### src/rtl/cpu_ctrl_pkg.sv
// Shared encodings for the multicycle control unit: states, opcodes, ALUOp and mux selects.
// ALUOp codes are also consumed by ALU_Control and its bench.
package cpu_ctrl_pkg;

  typedef enum logic [3:0] {
    StFetch   = 4'd0,
    StDecode  = 4'd1,
    StExecR   = 4'd2,
    StExecI   = 4'd3,
    StRWb     = 4'd4,
    StIWb     = 4'd5,
    StMemAddr = 4'd6,
    StMemRd   = 4'd7,
    StMemWb   = 4'd8,
    StMemWr   = 4'd9,
    StBranch  = 4'd10,
    StJump    = 4'd11,
    StHalt    = 4'd12
  } state_e;

  localparam logic [3:0] OpRtype = 4'h0;
  localparam logic [3:0] OpShift = 4'h1;
  localparam logic [3:0] OpAddi  = 4'h2;
  localparam logic [3:0] OpAndi  = 4'h3;
  localparam logic [3:0] OpOri   = 4'h4;
  localparam logic [3:0] OpSlti  = 4'h5;
  localparam logic [3:0] OpLui   = 4'h6;
  localparam logic [3:0] OpLw    = 4'h7;
  localparam logic [3:0] OpSw    = 4'h8;
  localparam logic [3:0] OpBeq   = 4'h9;
  localparam logic [3:0] OpBne   = 4'hA;
  localparam logic [3:0] OpJ     = 4'hB;
  localparam logic [3:0] OpJal   = 4'hC;
  localparam logic [3:0] OpHalt  = 4'hF;

  localparam logic [2:0] AluRtype = 3'd0;
  localparam logic [2:0] AluShift = 3'd1;
  localparam logic [2:0] AluAdd   = 3'd2;
  localparam logic [2:0] AluSub   = 3'd3;
  localparam logic [2:0] AluAnd   = 3'd4;
  localparam logic [2:0] AluOr    = 3'd5;
  localparam logic [2:0] AluSlt   = 3'd6;
  localparam logic [2:0] AluPassb = 3'd7;

  localparam logic [1:0] SrcBReg    = 2'd0;
  localparam logic [1:0] SrcBConst2 = 2'd1;
  localparam logic [1:0] SrcBImm    = 2'd2;
  localparam logic [1:0] SrcBImmSh  = 2'd3;

  localparam logic [1:0] PcAlu    = 2'd0;
  localparam logic [1:0] PcAluOut = 2'd1;
  localparam logic [1:0] PcJump   = 2'd2;

  typedef struct packed {
    logic       pc_write;
    logic       pc_write_cond;
    logic       iord;
    logic       mem_read;
    logic       mem_write;
    logic       ir_write;
    logic       mem_to_reg;
    logic       reg_write;
    logic       alu_src_a;
    logic       reg_dst;
    logic [1:0] alu_src_b;
    logic [1:0] pc_source;
    logic [2:0] alu_op;
    logic       halted;
    logic       illegal;
  } ctrl_t;

  // Successor of DECODE; StFetch doubles as the undefined-opcode marker.
  function automatic state_e decode_next(input logic [3:0] op);
    case (op)
      OpRtype, OpShift:                    return StExecR;
      OpAddi, OpAndi, OpOri, OpSlti, OpLui: return StExecI;
      OpLw, OpSw:                          return StMemAddr;
      OpBeq, OpBne:                        return StBranch;
      OpJ, OpJal:                          return StJump;
      OpHalt:                              return StHalt;
      default:                             return StFetch;
    endcase
  endfunction

endpackage

### src/rtl/mc_control_fsm_if.sv
// Control bus between the multicycle control FSM (master) and the datapath (slave).
interface mc_control_fsm_if #(
  parameter int unsigned OPW  = 4,
  parameter int unsigned AOPW = 3
) ();
  logic [OPW-1:0]  opcode;
  logic            zero;
  logic            mem_ready;
  logic            PCWrite, PCWriteCond, IorD, MemRead, MemWrite;
  logic            IRWrite, MemtoReg, RegWrite, ALUSrcA, RegDst;
  logic [1:0]      ALUSrcB;
  logic [1:0]      PCSource;
  logic [AOPW-1:0] ALUOp;
  logic            halted;
  logic            illegal;
  logic [3:0]      state_dbg;

  modport master (
    input  opcode, zero, mem_ready,
    output PCWrite, PCWriteCond, IorD, MemRead, MemWrite, IRWrite, MemtoReg, RegWrite,
           ALUSrcA, RegDst, ALUSrcB, PCSource, ALUOp, halted, illegal, state_dbg
  );

  modport slave (
    output opcode, zero, mem_ready,
    input  PCWrite, PCWriteCond, IorD, MemRead, MemWrite, IRWrite, MemtoReg, RegWrite,
           ALUSrcA, RegDst, ALUSrcB, PCSource, ALUOp, halted, illegal, state_dbg
  );
endinterface

### src/rtl/mc_ctrl_decode.sv
// Combinational output decode: (state, opcode, zero, mem_ready) -> control vector.
module mc_ctrl_decode
  import cpu_ctrl_pkg::*;
#(
  parameter int unsigned OPW = 4
) (
  input  state_e         state,
  input  logic [OPW-1:0] opcode,
  input  logic           zero,
  input  logic           mem_ready,
  output ctrl_t          ctrl
);

  always_comb begin
    ctrl = '0;
    case (state)
      StFetch: begin
        ctrl.mem_read  = 1'b1;
        ctrl.ir_write  = 1'b1;
        ctrl.alu_src_b = SrcBConst2;
        ctrl.alu_op    = AluAdd;
        ctrl.pc_source = PcAlu;
        // PC advances only on the cycle the fetch completes.
        ctrl.pc_write  = mem_ready;
      end
      StDecode: begin
        ctrl.alu_src_b = SrcBImmSh;
        ctrl.alu_op    = AluAdd;
        ctrl.illegal   = (decode_next(opcode) == StFetch);
      end
      StExecR: begin
        ctrl.alu_src_a = 1'b1;
        ctrl.alu_src_b = SrcBReg;
        ctrl.alu_op    = (opcode == OpShift) ? AluShift : AluRtype;
      end
      StRWb: begin
        ctrl.reg_dst   = 1'b1;
        ctrl.reg_write = 1'b1;
      end
      StExecI: begin
        ctrl.alu_src_a = 1'b1;
        ctrl.alu_src_b = SrcBImm;
        case (opcode)
          OpAndi:  ctrl.alu_op = AluAnd;
          OpOri:   ctrl.alu_op = AluOr;
          OpSlti:  ctrl.alu_op = AluSlt;
          OpLui:   ctrl.alu_op = AluPassb;
          default: ctrl.alu_op = AluAdd;
        endcase
      end
      StIWb: ctrl.reg_write = 1'b1;
      StMemAddr: begin
        ctrl.alu_src_a = 1'b1;
        ctrl.alu_src_b = SrcBImm;
        ctrl.alu_op    = AluAdd;
      end
      StMemRd: begin
        ctrl.mem_read = 1'b1;
        ctrl.iord     = 1'b1;
      end
      StMemWr: begin
        ctrl.mem_write = 1'b1;
        ctrl.iord      = 1'b1;
      end
      StMemWb: begin
        ctrl.mem_to_reg = 1'b1;
        ctrl.reg_write  = 1'b1;
      end
      StBranch: begin
        ctrl.alu_src_a     = 1'b1;
        ctrl.alu_src_b     = SrcBReg;
        ctrl.alu_op        = AluSub;
        ctrl.pc_source     = PcAluOut;
        ctrl.pc_write_cond = (opcode == OpBeq);
        ctrl.pc_write      = (opcode == OpBne) & ~zero;
      end
      StJump: begin
        ctrl.pc_source = PcJump;
        ctrl.pc_write  = 1'b1;
        ctrl.reg_write = (opcode == OpJal);
      end
      StHalt:  ctrl.halted = 1'b1;
      default: ctrl = '0;
    endcase
  end

endmodule

### src/rtl/mc_control_fsm.sv
// Multicycle main control FSM: state register and next-state logic; outputs come from
// mc_ctrl_decode and are forced low while Reset is asserted.
module mc_control_fsm
  import cpu_ctrl_pkg::*;
#(
  parameter int unsigned OPW  = 4,
  parameter int unsigned AOPW = 3
) (
  input  logic             CLK,
  input  logic             Reset,
  mc_control_fsm_if.master bus
);

  state_e state_q, state_d;
  ctrl_t  ctrl, ctrl_g;

  always_ff @(posedge CLK or posedge Reset) begin
    if (Reset) begin
      state_q <= StFetch;
    end else begin
      state_q <= state_d;
    end
  end

  always_comb begin
    state_d = StFetch;
    case (state_q)
      StFetch:   state_d = bus.mem_ready ? StDecode : StFetch;
      StDecode:  state_d = decode_next(bus.opcode);
      StExecR:   state_d = StRWb;
      StExecI:   state_d = StIWb;
      StMemAddr: state_d = (bus.opcode == OpLw) ? StMemRd : StMemWr;
      StMemRd:   state_d = bus.mem_ready ? StMemWb : StMemRd;
      StMemWr:   state_d = bus.mem_ready ? StFetch : StMemWr;
      StRWb, StIWb, StMemWb, StBranch, StJump: state_d = StFetch;
      StHalt:    state_d = StHalt;
      default:   state_d = StFetch;
    endcase
  end

  mc_ctrl_decode #(
    .OPW(OPW)
  ) u_decode (
    .state     (state_q),
    .opcode    (bus.opcode),
    .zero      (bus.zero),
    .mem_ready (bus.mem_ready),
    .ctrl      (ctrl)
  );

  assign ctrl_g = Reset ? '0 : ctrl;

  assign bus.PCWrite     = ctrl_g.pc_write;
  assign bus.PCWriteCond = ctrl_g.pc_write_cond;
  assign bus.IorD        = ctrl_g.iord;
  assign bus.MemRead     = ctrl_g.mem_read;
  assign bus.MemWrite    = ctrl_g.mem_write;
  assign bus.IRWrite     = ctrl_g.ir_write;
  assign bus.MemtoReg    = ctrl_g.mem_to_reg;
  assign bus.RegWrite    = ctrl_g.reg_write;
  assign bus.ALUSrcA     = ctrl_g.alu_src_a;
  assign bus.RegDst      = ctrl_g.reg_dst;
  assign bus.ALUSrcB     = ctrl_g.alu_src_b;
  assign bus.PCSource    = ctrl_g.pc_source;
  assign bus.ALUOp       = AOPW'(ctrl_g.alu_op);
  assign bus.halted      = ctrl_g.halted;
  assign bus.illegal     = ctrl_g.illegal;
  assign bus.state_dbg   = Reset ? 4'd0 : state_q;

endmodule

### src/flat_wrapper.sv
// flat-port wrapper written by rule: the top's interface ports become plain ports
module mc_control_fsm_flat import cpu_ctrl_pkg::*;
#(
  parameter int unsigned OPW  = 4,
  parameter int unsigned AOPW = 3
)
  (CLK, Reset, bus_opcode, bus_zero, bus_mem_ready, bus_PCWrite, bus_PCWriteCond, bus_IorD, bus_MemRead, bus_MemWrite, bus_IRWrite, bus_MemtoReg, bus_RegWrite, bus_ALUSrcA, bus_RegDst, bus_ALUSrcB, bus_PCSource, bus_ALUOp, bus_halted, bus_illegal, bus_state_dbg);
  mc_control_fsm_if #(.OPW(OPW), .AOPW(AOPW)) bus_i ();
  input  logic CLK;
  input  logic Reset;
  input wire logic [$bits(bus_i.opcode)-1:0] bus_opcode;
  input wire logic [$bits(bus_i.zero)-1:0] bus_zero;
  input wire logic [$bits(bus_i.mem_ready)-1:0] bus_mem_ready;
  output wire logic [$bits(bus_i.PCWrite)-1:0] bus_PCWrite;
  output wire logic [$bits(bus_i.PCWriteCond)-1:0] bus_PCWriteCond;
  output wire logic [$bits(bus_i.IorD)-1:0] bus_IorD;
  output wire logic [$bits(bus_i.MemRead)-1:0] bus_MemRead;
  output wire logic [$bits(bus_i.MemWrite)-1:0] bus_MemWrite;
  output wire logic [$bits(bus_i.IRWrite)-1:0] bus_IRWrite;
  output wire logic [$bits(bus_i.MemtoReg)-1:0] bus_MemtoReg;
  output wire logic [$bits(bus_i.RegWrite)-1:0] bus_RegWrite;
  output wire logic [$bits(bus_i.ALUSrcA)-1:0] bus_ALUSrcA;
  output wire logic [$bits(bus_i.RegDst)-1:0] bus_RegDst;
  output wire logic [$bits(bus_i.ALUSrcB)-1:0] bus_ALUSrcB;
  output wire logic [$bits(bus_i.PCSource)-1:0] bus_PCSource;
  output wire logic [$bits(bus_i.ALUOp)-1:0] bus_ALUOp;
  output wire logic [$bits(bus_i.halted)-1:0] bus_halted;
  output wire logic [$bits(bus_i.illegal)-1:0] bus_illegal;
  output wire logic [$bits(bus_i.state_dbg)-1:0] bus_state_dbg;
  assign bus_i.opcode = bus_opcode;
  assign bus_i.zero = bus_zero;
  assign bus_i.mem_ready = bus_mem_ready;
  assign bus_PCWrite = bus_i.PCWrite;
  assign bus_PCWriteCond = bus_i.PCWriteCond;
  assign bus_IorD = bus_i.IorD;
  assign bus_MemRead = bus_i.MemRead;
  assign bus_MemWrite = bus_i.MemWrite;
  assign bus_IRWrite = bus_i.IRWrite;
  assign bus_MemtoReg = bus_i.MemtoReg;
  assign bus_RegWrite = bus_i.RegWrite;
  assign bus_ALUSrcA = bus_i.ALUSrcA;
  assign bus_RegDst = bus_i.RegDst;
  assign bus_ALUSrcB = bus_i.ALUSrcB;
  assign bus_PCSource = bus_i.PCSource;
  assign bus_ALUOp = bus_i.ALUOp;
  assign bus_halted = bus_i.halted;
  assign bus_illegal = bus_i.illegal;
  assign bus_state_dbg = bus_i.state_dbg;
  mc_control_fsm #(.OPW(OPW), .AOPW(AOPW)) u_core (.CLK(CLK), .Reset(Reset), .bus(bus_i));
endmodule
### config.mk
export PLATFORM = sky130hd
export DESIGN_NAME = mc_control_fsm_flat
export DESIGN_NICKNAME = d
export VERILOG_FILES = /design/src/rtl/cpu_ctrl_pkg.sv /design/src/rtl/mc_control_fsm_if.sv /design/src/rtl/mc_ctrl_decode.sv /design/src/rtl/mc_control_fsm.sv /design/src/flat_wrapper.sv
export SDC_FILE = /design/constraint.sdc
export NUM_CORES = 1
export LEC_CHECK = 0
export ABC_CLOCK_PERIOD_IN_PS = 3300
export BUFFER_PORTS_ARGS = -buffer_cell sky130_fd_sc_hd__buf_2
export CAP_MARGIN = 20
export CORE_MARGIN = 3
export CORE_UTILIZATION = 53
export CTS_CLUSTER_DIAMETER = 30
export DETAILED_ROUTE_END_ITERATION = 7
export GPL_TIMING_DRIVEN = 1
export PLACE_DENSITY = 0.85
export SETUP_SLACK_MARGIN = 0.5
export SKIP_CTS_REPAIR_TIMING = 1
export SLEW_MARGIN = 20
export SYNTH_ARGS = -nofsm -noshare
export SYNTH_HDL_FRONTEND = slang
export SYNTH_SLANG_ARGS = --single-unit
### constraint.sdc
create_clock -name CLK -period 3.3 [get_ports CLK]
set_clock_uncertainty 0.2 [all_clocks]
set_input_delay 0.66 -clock CLK [delete_from_list [all_inputs] [get_ports CLK]]
set_output_delay 0.66 -clock CLK [all_outputs]
set_load 0.05 [all_outputs]
==> flow_metrics.env, run 1 <==
export IMPL_drtAntennaViolNets=0
export IMPL_end_kind="output pin"
export IMPL_cts_buffers=3
export IMPL_die_area_um2=2128
export IMPL_grt_pass1_wl_um=3781
export IMPL_fin_crit_ns=2.798
export IMPL_io_buffers=30
export IMPL_cts_sinks=4
export IMPL_start_util_pct=61.00
export IMPL_min_path_type="input pin to asynchronous set/reset pin"
export IMPL_final_cell_mix="buf_2, nand2_1, nor3_1"
export IMPL_placed_cell_area_um2=1001
export IMPL_worst_pin_slew_ns=0.5181
export IMPL_cts_reportedPaths_clkPinSlew_ns=0.04
export IMPL_final_setup_viol_count=0
export IMPL_rows=13
export IMPL_startpoint_type="input pin"
export IMPL_largest_reg_flops=4
export IMPL_top_register="u_core.state_q"
export IMPL_detailedPlacementHpwl_um=1734
export IMPL_num_antenna_cells=0
export IMPL_power_frac_comb_pct=75.0
export IMPL_ys_seq_area_share_pct=11.73
export IMPL_p_per_area_nw_per_um2=909.4
export IMPL_drc=0
export IMPL_reg_top3="u_core.state_q x4"
export IMPL_rsz0062_at_grt="yes"
export IMPL_whs_ns=0.3113
export IMPL_cts_buffer_depth=2
export IMPL_die_w_um=46.13
export IMPL_clk_latency_ns=0.24
export IMPL_crit_required_ns=2.44
export IMPL_grt_antenna_before_repair=0
export IMPL_crit_fanout=11
export IMPL_pwr_share_clk_pct=6.3
export IMPL_cpPeakStageDelay_ns=0.32
export IMPL_critPathKind="input pin to output pin"
export IMPL_min_period_over_period_pct=84.79
export IMPL_gp_congestion=0.8904
export IMPL_area_growth_pct=25.81
export IMPL_slew_violations=0
export IMPL_relSlewSlack_pct=65.46
export IMPL_drt_iter0_drc=45
export IMPL_async_flop_share_pct=100.0
export IMPL_synth_cell_types=45
export IMPL_worst_ir_drop_vdd_mv=0.7501
export IMPL_vias_per_cell=6.377
export IMPL_gr_total_overflow=0
export IMPL_wirelength_um=2448
export IMPL_grt_pass1_vias=844
export IMPL_p_int_mw=0.3479
export IMPL_fin_area_um2=1074
export IMPL_synthesis_instances=120
export IMPL_crit_top_cell="buf_2"
export IMPL_maxCapViolCount=0
export IMPL_path_delay_family="simple AND/OR/NAND/NOR gates"
export IMPL_num_vias=1014
export IMPL_syn_area_um2=853.3
export IMPL_layout_commonest_cell="buf_2"
export IMPL_cts_root_buf="clkbuf_4"
export IMPL_seqPwrFrac_pct=18.7
export IMPL_avgSynthCellArea_um2=7.111
export IMPL_yosysWarningCount=0
export IMPL_num_io_pins=31
export IMPL_synth_seq_cells=4
export IMPL_fin_nets=160
export IMPL_crit_buf_inv=2
export IMPL_routedWlPerCell_um=15.40
export IMPL_die_height_um=46.13
export IMPL_layout_drive_gt1_share_pct=38.89
export IMPL_p_switching_mw=0.6284
export IMPL_status="complete, no violations"
export IMPL_p_leak_nw=0.4978
export IMPL_fp_coreArea_um2=1399
export IMPL_track_usage_pct=24.22
export IMPL_cts_tree="built"
export IMPL_synth_nets=134
export IMPL_drtPass1Iterations=4
export IMPL_crit_path_top_delay_cell="o31a_1"
export IMPL_cp_cell_sequence="buf_2 > nor2b_2 > nor3b_2 > a221oi_1 > o31a_1 > buf_2"
export IMPL_netSwitchingFraction_pct=64.37
export IMPL_hold_viol=0
export IMPL_ys_flop_type="dfrtp_1"
export IMPL_htreeDepth=1
export IMPL_fmax_mhz=357.4
export IMPL_tns_ns=0
export IMPL_grt_max_degree=20
export IMPL_synth_edf_count=0
export IMPL_cp_arrival_ns=1.94
==> per-stage QoR <==
| stage | utilization (%) | instances | setup WS [ns] | power (mW) |
|---|---|---|---|---|
| after CTS | 73.17 | 158 | 0.3849 | 0.9201 |
| after detailed placement | 71.56 | 155 | 0.3855 | 0.8533 |
| after floorplan | - | 120 | 0.2276 | 0.7359 |
| after global placement | 71.56 | 155 | 0.4458 | 0.8433 |
| after global routing | 76.74 | 159 | 0.4291 | 1.049 |
| final | 76.74 | 159 | 0.5018 | 0.9763 |
==> path summary, 6_finish.rpt <==
kind	startpoint	endpoint	slack (ns)	cells after the start
worst min register to register	u_core.state_q[0]	u_core.state_q[3]	0.60	2
min in group CLK	u_core.state_q[0]	u_core.state_q[3]	0.60	2
worst max-delay path	bus_opcode[2]	bus_ALUOp[1]	0.50	6
worst max register to register	u_core.state_q[1]	u_core.state_q[0]	1.50	4
max in group asynchronous	Reset	u_core.state_q[3]	2.40	2
worst min-delay path	Reset	u_core.state_q[2]	0.31	2
==> area by class of cell <==
cell class                 instances  area, um^2
tap                               15       18.77
fill                             109       325.3
sequential                         4       103.9
clock buffer                       3       22.52
multi-input combinational         97       724.4
timing repair buffer              32       173.9
inverter                           8       30.03
==> synth_stat cells (all sizes together) (2+ instances only) <==
master / instances / share of area [%]
nand2b: 3 / 2.2
inv: 8 / 3.5
nor2b: 6 / 4.7
clkbuf: 2 / 0.88
o21ai: 5 / 2.9
nand3: 2 / 1.2
nor4b: 2 / 2.1
mux2i: 4 / 4.7
and3: 3 / 2.2
ha: 6 / 8.8
dfrtp: 4 / 12
a21oi: 6 / 3.5
nand2: 10 / 4.4
buf: 9 / 6.6
nor2: 10 / 4.7
nor3: 12 / 7.0
nor4: 5 / 3.7
==> cells by family (layout without fill, tap and decap cells) <==
| group | after synthesis | after routing | synth area share (%) |
|---|---|---|---|
| AOI/OAI and AO/OA | 26 | 26 | 24.05 |
| adders and majority gates | 6 | 6 | 8.797 |
| and+or+nand+nor | 61 | 61 | 39.74 |
| DFF | 4 | 4 | 11.73 |
| buffers and inverters | 19 | 43 | 11.00 |
| muxes | 4 | 4 | 4.692 |
==> power by group through the flow <==
stage / sequential [mW] / combinational (mW) / clock (mW)
floorplan: 0.0902 / 0.646 / 0
global placement: 0.165 / 0.678 / 0
detailed placement: 0.166 / 0.688 / 0
CTS: 0.165 / 0.691 / 0.0646
global route: 0.194 / 0.788 / 0.0669
finish: 0.183 / 0.732 / 0.0613
==> routing by layer <==
layer  up-vias  track usage (%)  part of all wire (%)
met2        50            39.29                    49
met5         -                0                     0
met1       471            33.49                    42
met3         6            1.563                   6.9
met4         0            8.523                   2.0
li1        487                -                     -
Power figures use the tool's default switching activity.
==> inputs of run 2 (changes only) <==
--- a/config.mk
+++ b/config.mk
@@ -5,15 +5,16 @@
 export SDC_FILE = /design/constraint.sdc
 export NUM_CORES = 1
 export LEC_CHECK = 0
-export ABC_CLOCK_PERIOD_IN_PS = 3300
+export ABC_CLOCK_PERIOD_IN_PS = 2400
 export BUFFER_PORTS_ARGS = -buffer_cell sky130_fd_sc_hd__buf_2
 export CAP_MARGIN = 20
+export CORE_ASPECT_RATIO = 1.4
 export CORE_MARGIN = 3
-export CORE_UTILIZATION = 53
+export CORE_UTILIZATION = 44
 export CTS_CLUSTER_DIAMETER = 30
 export DETAILED_ROUTE_END_ITERATION = 7
 export GPL_TIMING_DRIVEN = 1
-export PLACE_DENSITY = 0.85
+export PLACE_DENSITY = 0.75
 export SETUP_SLACK_MARGIN = 0.5
 export SKIP_CTS_REPAIR_TIMING = 1
 export SLEW_MARGIN = 20
==> constraint.sdc (replaced) <==
create_clock -name CLK -period 2.4 [get_ports CLK]
set_clock_uncertainty 0.2 [all_clocks]
set_input_delay 0.48 -clock CLK [delete_from_list [all_inputs] [get_ports CLK]]
set_output_delay 0.48 -clock CLK [all_outputs]
set_load 0.05 [all_outputs]
==> run 2 against run 1 <==
The run now fails in global routing. Synthesized cell count unchanged. Synthesized area unchanged.
==> flow_metrics.env, run 2 <==
export IMPL_die_height_um=58.11
export IMPL_detailedPlacementHpwl_um=2057
export IMPL_endpoint_type="top-level output"
export IMPL_place_ws_ns=-0.09508
export IMPL_cts_sinks=4
export IMPL_yosysWarningCount=0
export IMPL_grt_max_degree=14
export IMPL_cts_root_buf="clkbuf_4"
export IMPL_ys_seq_area_share_pct=11.73
export IMPL_ys_top_cells_by_area="dfrtp_1, ha_1, nor3_1"
export IMPL_cts_buffers=3
export IMPL_synth_most_common_cell="nor3_1"
export IMPL_start_util_pct=47.36
export IMPL_ys_flop_type="dfrtp_1"
export IMPL_io_buffers=30
export IMPL_cts_buffer_depth=2
export IMPL_synth_cell_types=45
export IMPL_error="[ERROR DPL-0038] Utilization greater than 100%, impossible to legalize"
export IMPL_avgSynthCellArea_um2=7.111
export IMPL_synth_nets=134
export IMPL_num_io_pins=31
export IMPL_synth_edf_count=0
export IMPL_status="did not finish"
export IMPL_synthesis_instances=120
export IMPL_syn_area_um2=853.3
export IMPL_async_flop_share_pct=100.0
export IMPL_synth_top_cell_area_share_pct=11.73
export IMPL_synth_largest_area_cell="dfrtp_1"
export IMPL_die_w_um=43.22
export IMPL_synth_seq_cells=4
export IMPL_worstEndpointGrtRepair="bus_ALUOp[1]"
export IMPL_htreeDepth=1
export IMPL_gp_congestion=0.8568
export IMPL_synth_commonest_cells="nor3_1, nand2_1, nor2_1"
export IMPL_haltStage="global routing"
export IMPL_dp_cells=180
export IMPL_rows=18
## run 2: cell families after synthesis
kind of cell    Yosys count  synth area share, %
simple gates             61                39.74
compound gates           26                24.05
buf+inv                  19                11.00
flops                     4                11.73
mux                       4                4.692
fa+ha+maj                 6                8.797
## run 2: per-stage QoR
| step | instance area, um^2 | setup TNS, ns |
|---|---|---|
| floorplan | 1211 | 0 |
| global placement | 1384 | -0.1694 |
| detailed placement | 1384 | -0.2793 |
| CTS | 1410 | -0.7660 |
==> inputs of run 3 (changes only) <==
--- a/config.mk
+++ b/config.mk
@@ -5,17 +5,14 @@
 export SDC_FILE = /design/constraint.sdc
 export NUM_CORES = 1
 export LEC_CHECK = 0
-export ABC_CLOCK_PERIOD_IN_PS = 2400
+export ABC_CLOCK_PERIOD_IN_PS = 3100
 export BUFFER_PORTS_ARGS = -buffer_cell sky130_fd_sc_hd__buf_2
 export CAP_MARGIN = 20
-export CORE_ASPECT_RATIO = 1.4
-export CORE_MARGIN = 3
-export CORE_UTILIZATION = 44
-export CTS_CLUSTER_DIAMETER = 30
+export CORE_AREA = 3 3 64 66
 export DETAILED_ROUTE_END_ITERATION = 7
+export DIE_AREA = 0 0 67 69
 export GPL_TIMING_DRIVEN = 1
-export PLACE_DENSITY = 0.75
-export SETUP_SLACK_MARGIN = 0.5
+export PLACE_DENSITY_LB_ADDON = 0.15
 export SKIP_CTS_REPAIR_TIMING = 1
 export SLEW_MARGIN = 20
 export SYNTH_ARGS = -nofsm -noshare
==> constraint.sdc (replaced) <==
create_clock -name CLK -period 3.1 [get_ports CLK]
set_clock_uncertainty 0.2 [all_clocks]
set_input_delay 0.62 -clock CLK [delete_from_list [all_inputs] [get_ports CLK]]
set_output_delay 0.62 -clock CLK [all_outputs]
set_load 0.05 [all_outputs]
==> run 3 against run 2 <==
The flow now finishes without violations.
==> flow_metrics.env, run 3 (same netlist as run 1, synthesis figures left out) <==
export IMPL_cts_reportedPaths_clkPinSlew_ns=0.03
export IMPL_placed_cell_area_um2=1044
export IMPL_pwr_share_clk_pct=10.0
export IMPL_tns_ns=0
export IMPL_drtPass1Iterations=4
export IMPL_fmax_mhz=355.5
export IMPL_seqPwrFrac_pct=12.8
export IMPL_worst_ir_drop_vdd_mv=0.1627
export IMPL_crit_reg2reg_launch="u_core.state_q[0]"
export IMPL_cts_buffers=3
export IMPL_status="complete, no violations"
export IMPL_detailedPlacementHpwl_um=2075
export IMPL_cp_arrival_ns=1.99
export IMPL_min_path_type="input pin to asynchronous set/reset pin"
export IMPL_end_kind="output pin"
export IMPL_io_buffers=30
export IMPL_top_register="u_core.state_q"
export IMPL_relSlewSlack_pct=67.85
export IMPL_post_route_util_pct=29.86
export IMPL_drc=0
export IMPL_power_frac_comb_pct=77.2
export IMPL_fp_coreArea_um2=3633
export IMPL_grt_max_degree=19
export IMPL_crit_required_ns=2.28
export IMPL_clk_latency_ns=0.21
export IMPL_hold_viol=0
export IMPL_drt_iter0_drc=39
export IMPL_p_total_mw=1.064
export IMPL_rsz0062_at_grt="no"
export IMPL_p_per_area_nw_per_um2=981.1
export IMPL_die_height_um=69
export IMPL_fin_ws_ns=0.2873
export IMPL_maxCapViolCount=0
export IMPL_fin_nets=163
export IMPL_num_io_pins=31
export IMPL_whs_ns=0.2846
export IMPL_cts_root_buf="clkbuf_8"
export IMPL_p_leak_nw=0.5227
export IMPL_wirelength_um=2617
export IMPL_critPathKind="input pin to output pin"
export IMPL_netSwitchingFraction_pct=61.47
export IMPL_dp_cells=192
export IMPL_gr_total_overflow=0
export IMPL_cts_tree="built"
export IMPL_htreeDepth=1
export IMPL_cts_sinks=4
export IMPL_crit_start="bus_opcode[0]"
export IMPL_track_usage_pct=11.78
export IMPL_fin_crit_ns=2.813
export IMPL_final_cell_mix="buf_2, nor3_1, nand2_1"
export IMPL_layout_commonest_cell="buf_2"
export IMPL_rows=22
export IMPL_num_antenna_cells=0
export IMPL_place_ws_ns=0.2730
export IMPL_slew_violations=0
export IMPL_grt_pass1_wl_um=4388
export IMPL_p_int_mw=0.4100
export IMPL_gp_congestion=0.7618
export IMPL_die_area_um2=4623
export IMPL_reg_top3="u_core.state_q x4"
export IMPL_fin_area_um2=1085
export IMPL_grt_antenna_before_repair=0
export IMPL_die_w_um=67
export IMPL_num_vias=974
export IMPL_area_growth_pct=27.13
export IMPL_min_period_over_period_pct=90.73
export IMPL_drtAntennaViolNets=0
export IMPL_finalNonFillerCells=195
export IMPL_grt_pass1_vias=895
export IMPL_largest_reg_flops=4
export IMPL_startpoint_type="input pin"
export IMPL_final_setup_viol_count=0
export IMPL_crit_fanout=7
export IMPL_p_switching_mw=0.6543
export IMPL_start_util_pct=23.48
export IMPL_layout_drive_gt1_share_pct=30.61
export IMPL_cts_buffer_depth=2
export IMPL_routedWlPerCell_um=13.42
export IMPL_worst_pin_slew_ns=0.4822
export IMPL_vias_per_cell=4.995
==> run 3: power groups by stage <==
stage / Sequential [mW] / Combinational (mW) / Clock [mW]
detailed placement: 0.136 / 0.824 / 0
floorplan: 0.0960 / 0.671 / 0
CTS: 0.136 / 0.827 / 0.111
finish: 0.136 / 0.822 / 0.107
global placement: 0.137 / 0.827 / 0
global route: 0.142 / 0.894 / 0.117
==> run 3: routing by layer <==
layer  GRT usage (%)  part of all wire, %  up-vias
met3           3.094                  8.2        0
met5               0                    0        -
met1           16.21                   45      442
met4           2.027                    0        0
met2           18.45                   47       39
li1                -                    -      493
==> run 3: cell type report <==
cell class | count | area, um^2
multi-input cells | 97 | 665.6
flip-flops and latches | 4 | 100.1
well taps | 48 | 60.06
repair buffers | 35 | 187.7
fillers | 442 | 2549
inverters | 8 | 30.03
clock buffers | 3 | 41.29
==> run 3: path summary, 6_finish.rpt <==
check                                         end  cells after the start  slack (ns)
worst max-delay path                 bus_ALUOp[2]                      7        0.29
worst min-delay path            u_core.state_q[0]                      2        0.28
worst max register to register  u_core.state_q[0]                      4        1.35
worst min register to register  u_core.state_q[2]                      1        0.51
max in group asynchronous       u_core.state_q[2]                      2        2.23
min in group CLK                u_core.state_q[2]                      1        0.51
==> run 3: worst max-delay path, stage by stage <==
cell and delay [ns]:
buf_2 0.12, inv_1 0.08, ha_1 0.28, or4b_1 0.52, o21ai_0 0.11, nor4_2 0.05, buf_2 0.22
